===== src/rtl/serial_arith_pkg.sv =====
// rtl/serial_arith_pkg.sv - shared state encoding for the bit-serial arithmetic engines
package serial_arith_pkg;

    localparam int STATE_W = 2;

    typedef enum logic [STATE_W-1:0] {
        ST_IDLE  = 2'd0,
        ST_SHIFT = 2'd1,
        ST_DONE  = 2'd2
    } state_t;

endpackage


===== src/rtl/full_subtractor.sv =====
// rtl/full_subtractor.sv - one-bit full-subtractor cell (x - y - bin)
module full_subtractor (
    input  logic x,
    input  logic y,
    input  logic bin,
    output logic d,
    output logic bout
);

    assign d    = x ^ y ^ bin;
    assign bout = (~x & y) | (~(x ^ y) & bin);

endmodule


===== src/rtl/serial_subtractor.sv =====
// rtl/serial_subtractor.sv - LSB-first bit-serial subtractor with start/busy/done handshake
module serial_subtractor
    import serial_arith_pkg::*;
#(
    parameter int WIDTH = 8
) (
    input  logic             clk,
    input  logic             rst,
    input  logic             start,
    input  logic [WIDTH-1:0] a,
    input  logic [WIDTH-1:0] b,
    output logic             busy,
    output logic             done,
    output logic [WIDTH-1:0] diff,
    output logic             borr,
    output logic             ovf
);

    localparam int CW = $clog2(WIDTH + 1);

    state_t           state;
    state_t           state_nx;
    logic [WIDTH-1:0] a_sh;
    logic [WIDTH-1:0] b_sh;
    logic [WIDTH-1:0] r_sh;
    logic [WIDTH-1:0] r_nx;
    logic [WIDTH-1:0] d_top;
    logic [CW-1:0]    cnt;
    logic             bw;
    logic             a_msb;
    logic             b_msb;
    logic             d;
    logic             bout;
    logic             last;

    full_subtractor u_cell (
        .x   (a_sh[0]),
        .y   (b_sh[0]),
        .bin (bw),
        .d   (d),
        .bout(bout)
    );

    // Shift form of {d, r_sh[WIDTH-1:1]} that stays legal when WIDTH is 1.
    assign d_top = WIDTH'(d) << (WIDTH - 1);
    assign r_nx  = (r_sh >> 1) | d_top;
    assign last  = (cnt == CW'(WIDTH - 1));

    always_ff @(posedge clk) begin
        if (rst) begin
            state <= ST_IDLE;
        end else begin
            state <= state_nx;
        end
    end

    always_comb begin
        state_nx = state;
        busy     = 1'b0;
        done     = 1'b0;
        case (state)
            ST_IDLE: begin
                if (start) begin
                    state_nx = ST_SHIFT;
                end
            end
            ST_SHIFT: begin
                busy = 1'b1;
                if (last) begin
                    state_nx = ST_DONE;
                end
            end
            ST_DONE: begin
                done     = 1'b1;
                state_nx = ST_IDLE;
            end
            default: begin
                state_nx = ST_IDLE;
            end
        endcase
    end

    always_ff @(posedge clk) begin
        if (rst) begin
            a_sh  <= '0;
            b_sh  <= '0;
            r_sh  <= '0;
            cnt   <= '0;
            bw    <= 1'b0;
            a_msb <= 1'b0;
            b_msb <= 1'b0;
            diff  <= '0;
            borr  <= 1'b0;
            ovf   <= 1'b0;
        end else begin
            case (state)
                ST_IDLE: begin
                    if (start) begin
                        a_sh  <= a;
                        b_sh  <= b;
                        bw    <= 1'b0;
                        cnt   <= '0;
                        a_msb <= a[WIDTH-1];
                        b_msb <= b[WIDTH-1];
                    end
                end
                ST_SHIFT: begin
                    r_sh <= r_nx;
                    a_sh <= a_sh >> 1;
                    b_sh <= b_sh >> 1;
                    bw   <= bout;
                    cnt  <= cnt + CW'(1);
                    if (last) begin
                        diff <= r_nx;
                        borr <= bout;
                        // Overflow only when operand signs differ and the result sign departs from the minuend.
                        ovf  <= (a_msb != b_msb) && (d != a_msb);
                    end
                end
                default: begin
                end
            endcase
        end
    end

endmodule


===== config.mk =====
export PLATFORM = sky130hd
export DESIGN_NAME = serial_subtractor
export DESIGN_NICKNAME = d
export VERILOG_FILES = /design/src/rtl/serial_arith_pkg.sv /design/src/rtl/full_subtractor.sv /design/src/rtl/serial_subtractor.sv
export SDC_FILE = /design/constraint.sdc
export NUM_CORES = 1
export LEC_CHECK = 0
export ABC_AREA = 1
export BUFFER_PORTS_ARGS = -buffer_cell sky130_fd_sc_hd__buf_4
export CORE_ASPECT_RATIO = 0.75
export CORE_MARGIN = 2
export CORE_UTILIZATION = 54
export DETAILED_ROUTE_END_ITERATION = 8
export GPL_TIMING_DRIVEN = 0
export HOLD_SLACK_MARGIN = 0.1
export PLACE_DENSITY = 0.88
export SYNTH_ARGS = -nofsm -noshare
export SYNTH_HDL_FRONTEND = slang
export SYNTH_HIERARCHICAL = 1
export SYNTH_SLANG_ARGS = --single-unit
export TNS_END_PERCENT = 5

===== constraint.sdc =====
create_clock -name clk -period 1.8 [get_ports clk]
set_clock_uncertainty 0.2 [all_clocks]
set_input_delay 0.54 -clock clk [delete_from_list [all_inputs] [get_ports clk]]
set_output_delay 0.54 -clock clk [all_outputs]
set_load 0.005 [all_outputs]

# Yosys cells after proc, flatten, opt, wreduce, memory -nomap -nowiden
# Index checks and enable logic that the tools add are counted.
[totals]
ff_bits = 43
input_bits = 19
output_inout_bits = 12
elab_cells = 47
[op_classes]
addsub = 1
n_eq_ne = 7
mux = 13
bitwise_logic = 8
n_reduce_logical = 7
[op_table]
columns = ["op", "n"]
rows = [
  ["8-bit one-hot mux with 2 select lines", 2],
  ["8-bit two-way mux", 2],
  ["7-bit by 8-bit bitwise OR with 8-bit output", 1],
  ["4-bit one-hot mux with 2 select lines", 1],
  ["2-bit AND reduction", 4],
  ["4-bit by 1-bit adder with 4-bit output (second input constant)", 1],
  ["4-bit by 3-bit equality test with 1-bit output (second input constant)", 1],
  ["2-bit two-way mux", 2],
  ["4-bit two-way mux", 1],
  ["2-bit inequality test (second input constant)", 2],
  ["2-bit one-hot mux with 2 select lines", 1],
  ["1-bit two-way mux", 3],
  ["1-bit AND", 2],
  ["2-bit by 1-bit equality test with 1-bit output (second input constant)", 1],
  ["2-bit equality test (second input constant)", 1],
  ["2-bit logical NOT", 1],
  ["1-bit inequality test", 2],
  ["1-bit NOT", 2],
  ["1-bit one-hot mux with 2 select lines", 1],
  ["2-bit nonzero test", 1],
  ["1-bit XOR", 2],
  ["1-bit logical AND", 1],
  ["1-bit bitwise OR", 1],
]

# Longest topological paths before layout
[logic_depth]
ltp_word = 5
ltp_mapped = 7
ltp_nobuf = 7

# Hierarchy
# Netlist, hierarchy kept.
[modules_own_cells]
columns = ["module", "n_inst", "cells_each", "area_each_um2", "seq_area_each_um2"]
rows = [
  ["serial_subtractor", 1, 255, 1761.7, 840.8],
  ["full_subtractor", 1, 4, 31.3, 0.0],
]

# Least setup slack after synthesis
# OpenSTA, ideal clock, no wires.
[synth_path]
path_type = "reg-to-reg"
from = "reg b_sh[0]"
to = "reg ovf"
setup_ps = 116
t_arrival_ps = 1201
required_time_ps = 1484
path_slack_ps = 283
stages_incl_launch_ff = 8
n_path_buf = 0
synth_period_minus_slack_ps = 1517
path_cell_list = "dfxtp_1 > inv_1 > fa_1 > nor2_1 > nand2_1 > o21ai_0 > nor2_1 > nor2_1"
[synth_via]
elab_chain_cells = 4
[synth_lines]
columns = ["item", "line", "rtl"]
rows = [
  ["start: declaration", "serial_subtractor.sv:24", "logic [WIDTH-1:0] b_sh;"],
  ["start signal: assignment", "serial_subtractor.sv:110", "b_sh <= b_sh >> 1;"],
  ["1-bit XOR (2 in a row)", "full_subtractor.sv:10", "assign d = x ^ y ^ bin;"],
  ["named net d", "serial_subtractor.sv:32", "logic d;"],
  ["1-bit inequality test", "serial_subtractor.sv:117", "ovf <= (a_msb != b_msb) && (d != a_msb);"],
  ["1-bit logical AND", "serial_subtractor.sv:117", ""],
  ["end signal: assignment", "serial_subtractor.sv:117", ""],
  ["end: declaration", "serial_subtractor.sv:16", "output logic ovf"],
]
# The timed path passes the listed nets, and every way through them passes these cells.
# A chain may end at the register's enable or synchronous reset.

# Worst setup path in the final report
[layout_path]
from = "reg state[1]"
to = "out busy"
[layout_via]
elab_chain_cells = 2
[layout_lines]
columns = ["item", "line", "rtl"]
rows = [
  ["start: declaration", "serial_subtractor.sv:21", "state_t state;"],
  ["start signal: assignment", "serial_subtractor.sv:53", "state <= state_nx;"],
  ["2-bit by 1-bit equality test with 1-bit output", "serial_subtractor.sv:61", "case (state)"],
  ["1-bit two-way mux", "serial_subtractor.sv:61", ""],
  ["end: declaration", "serial_subtractor.sv:12", "output logic busy,"],
]
# Every way passes these cells.

==> impl_metrics.yaml <==
yosys:
  netlist_area_um2: 1790
  synth.area.top_cells: "dfxtp_1, nand2_1, nor2_1"
  synth_top_area_share: 0.469
  synth_cell_types: 20
  avgSynthCellArea_um2: 6.92
  synth_area_leader_cell: "dfxtp_1"
  ys_seq_area_frac: 0.469
  synth_nets: 280
  yosysWarningCount: 6
  synth-seq-cells: 42
  syn_inst: 259
worst_setup_path:
  critical_path_class: "reg2out"
  worstSetupEndpointType: "output port"
  start_kind: "flop"
  cp_slowest_cell: "dfxtp_2"
  required_ns: 1.06
  cp_cell_sequence: "inv_4, nand2_8, clkinv_8, buf_6"
  cp_max_fo: 16
  crit_arrival_ns: 1.02
  worst_path_largest_cell_delay_ns: 0.35
pwr:
  powerDensity_nw_per_um2: 914
  peakVddDrop_mv: 0.458
  cellLeakagePower_nw: 1.02
sta:
  drv_slew: 0
  setup_viol: 0
  fin_ws_ns: 0.0405
  period_needed_ns: 1.76
  tns_ns: 0
  worst_slew_pin_slew_ns: 0.511
  rsz0062_at_grt: "no"
  fmax_mhz: 568
  period_share: 0.978
  hold_viol_final: 0
  hold_slack_ns: 0.270
  slew_headroom: 0.660
route:
  detail_route.wl_per_cell_um: 11.6
  drtPass1Iterations: 5
  drt-total-wl_um: 3950
  drc: 0
  drtIter0Drc: 110
  viasPerCell: 5.03
  vias: 1706
  ant_nets: 0
clocking:
  clockRootBuffer: "clkbuf_8"
  clock_latency_ns: 0.30
  path_clk_slew_ns: 0.08
  htreeDepth: 2
  ctsLongestPathBuffers: 2
  cts_tree: "built"
  numCtsBuffers: 5
  clock-sinks: 42
die:
  die-height_um: 53.9
  coreArea_um2: 3220
  die_x_um: 70.5
  ios: 31
  die_area_um2: 3800
  row_count: 18
  initial_core_util: 0.557
finish:
  layout_common_cells: "nand2_1, nor2_1, dfxtp_1, buf_4, o21ai_0"
  final_util: 0.693
  stdcell_count: 339
  ff_latch_area_um2: 846
  fillers: 276
  drive_above_1_share: 0.197
  area_growth_pct: 24.5
  antenna_cells: 0
  fin_nets: 319
  layout_commonest_cell: "nand2_1"
  multi_input_area_um2: 801
global_route:
  grtUsageMet2: 0.403
  overflow: 0
  grt_pass1_wl_um: 6690
  met3_usage: 0.0506
  grt_usage: 0.229
  grt_pass1_vias: 1587
  busiest_layer: "met2"
  gr-usage-met1: 0.278
  grt_max_degree: 17
  grt_antenna_before_repair: 0
placed_design:
  dpl_worst_slack_ns: 0.0199
  port_buffers: 29
  place_congestion: 0.819
  placedCellCount: 328
  dp_hpwl_um: 2700
flow_run:
  maxCapViolCount: 0
worst_hold_path:
  hold_class: "reg2reg"
run_status:
  status: "finished clean"
-- area by class of cell --
class / count / area share
Buffer: 10 / 0.0280
Clock buffer: 5 / 0.0308
Timing Repair Buffer: 33 / 0.113
Inverter: 25 / 0.0488
Multi-Input combinational cell: 181 / 0.359
Clock inverter: 3 / 0.0196
Tap cell: 40 / 0.0224
Sequential cell: 42 / 0.379
-- path summary, 6_finish.rpt --
check	start	end	slack, ns	depth (start not counted)
hold reg to reg	a_sh[7]$_SDFFE_PP0P_	a_sh[7]$_SDFFE_PP0P_	0.27	2
setup / recovery	state[1]$_SDFFE_PP0P_	busy	0.04	4
setup reg to reg	b_sh[0]$_SDFFE_PP0P_	ovf$_SDFFE_PP0P_	0.12	7
hold / removal	a_sh[7]$_SDFFE_PP0P_	a_sh[7]$_SDFFE_PP0P_	0.27	2
-- report_power, final --
part / internal, mW / switching (mW)
clock network: 0.415 / 0.334
registers: 0.981 / 0.0278
logic: 0.117 / 0.164
-- Yosys cell counts, drive strengths merged --
cell	instances
nand2	79
nand3	5
o21ai	26
ha	1
dfxtp	42
inv	25
a21oi	18
clkbuf	3
buf	8
nor2	50
nand4	1
fa	1
-- cells by family (layout without fill, tap and decap cells) --
group           count (synthesis)  after routing  share of synthesized area
buf+inv                        36             76                     0.0935
simple gates                  135            135                      0.294
flops                          42             42                      0.469
fa+ha+maj                       2              2                     0.0181
compound gates                 44             44                      0.125
-- metrics by stage --
stage	instance area [µm²]	power [mW]
final	2230	2.04
after global routing	2230	2.14
after CTS	2190	2.04
after detailed placement	2060	1.29
after global placement	2060	1.28
after floorplan	1790	1.21
-- flip-flops by register name, indices dropped and copies added (netlist names) --
name,flops
a_sh,8
b_sh,8
diff,8
r_sh,7
cnt,4
state,2
a_msb,1
b_msb,1
borr,1
bw,1
ovf,1
-- per-layer routing --
| layer | vias up | routed length (µm) | share of wire |
|---|---|---|---|
| met5 | - | 0 | 0 |
| met4 | 0 | 58 | 0.015 |
| met3 | 7 | 170 | 0.043 |
| met2 | 34 | 1950 | 0.49 |
| met1 | 787 | 1770 | 0.45 |
| li1 | 878 | - | - |
-- critical path: cells and delay by family, from the launching register on --
kind / cells / cell delay, ns
and+or+nand+nor: 1 / 0.10
DFF: 1 / 0.35
buffers and inverters: 3 / 0.26
-- repair_timing --
item / CTS / global route
setup endpoints to repair: 1 / 2
pin swaps: 0 / 1
gates cloned: 0 / 0
hold buffers: 0 / 0
gates resized for setup: 8 / 5
buffers inserted: 1 / 3
(Power assumes the default switching activity.)
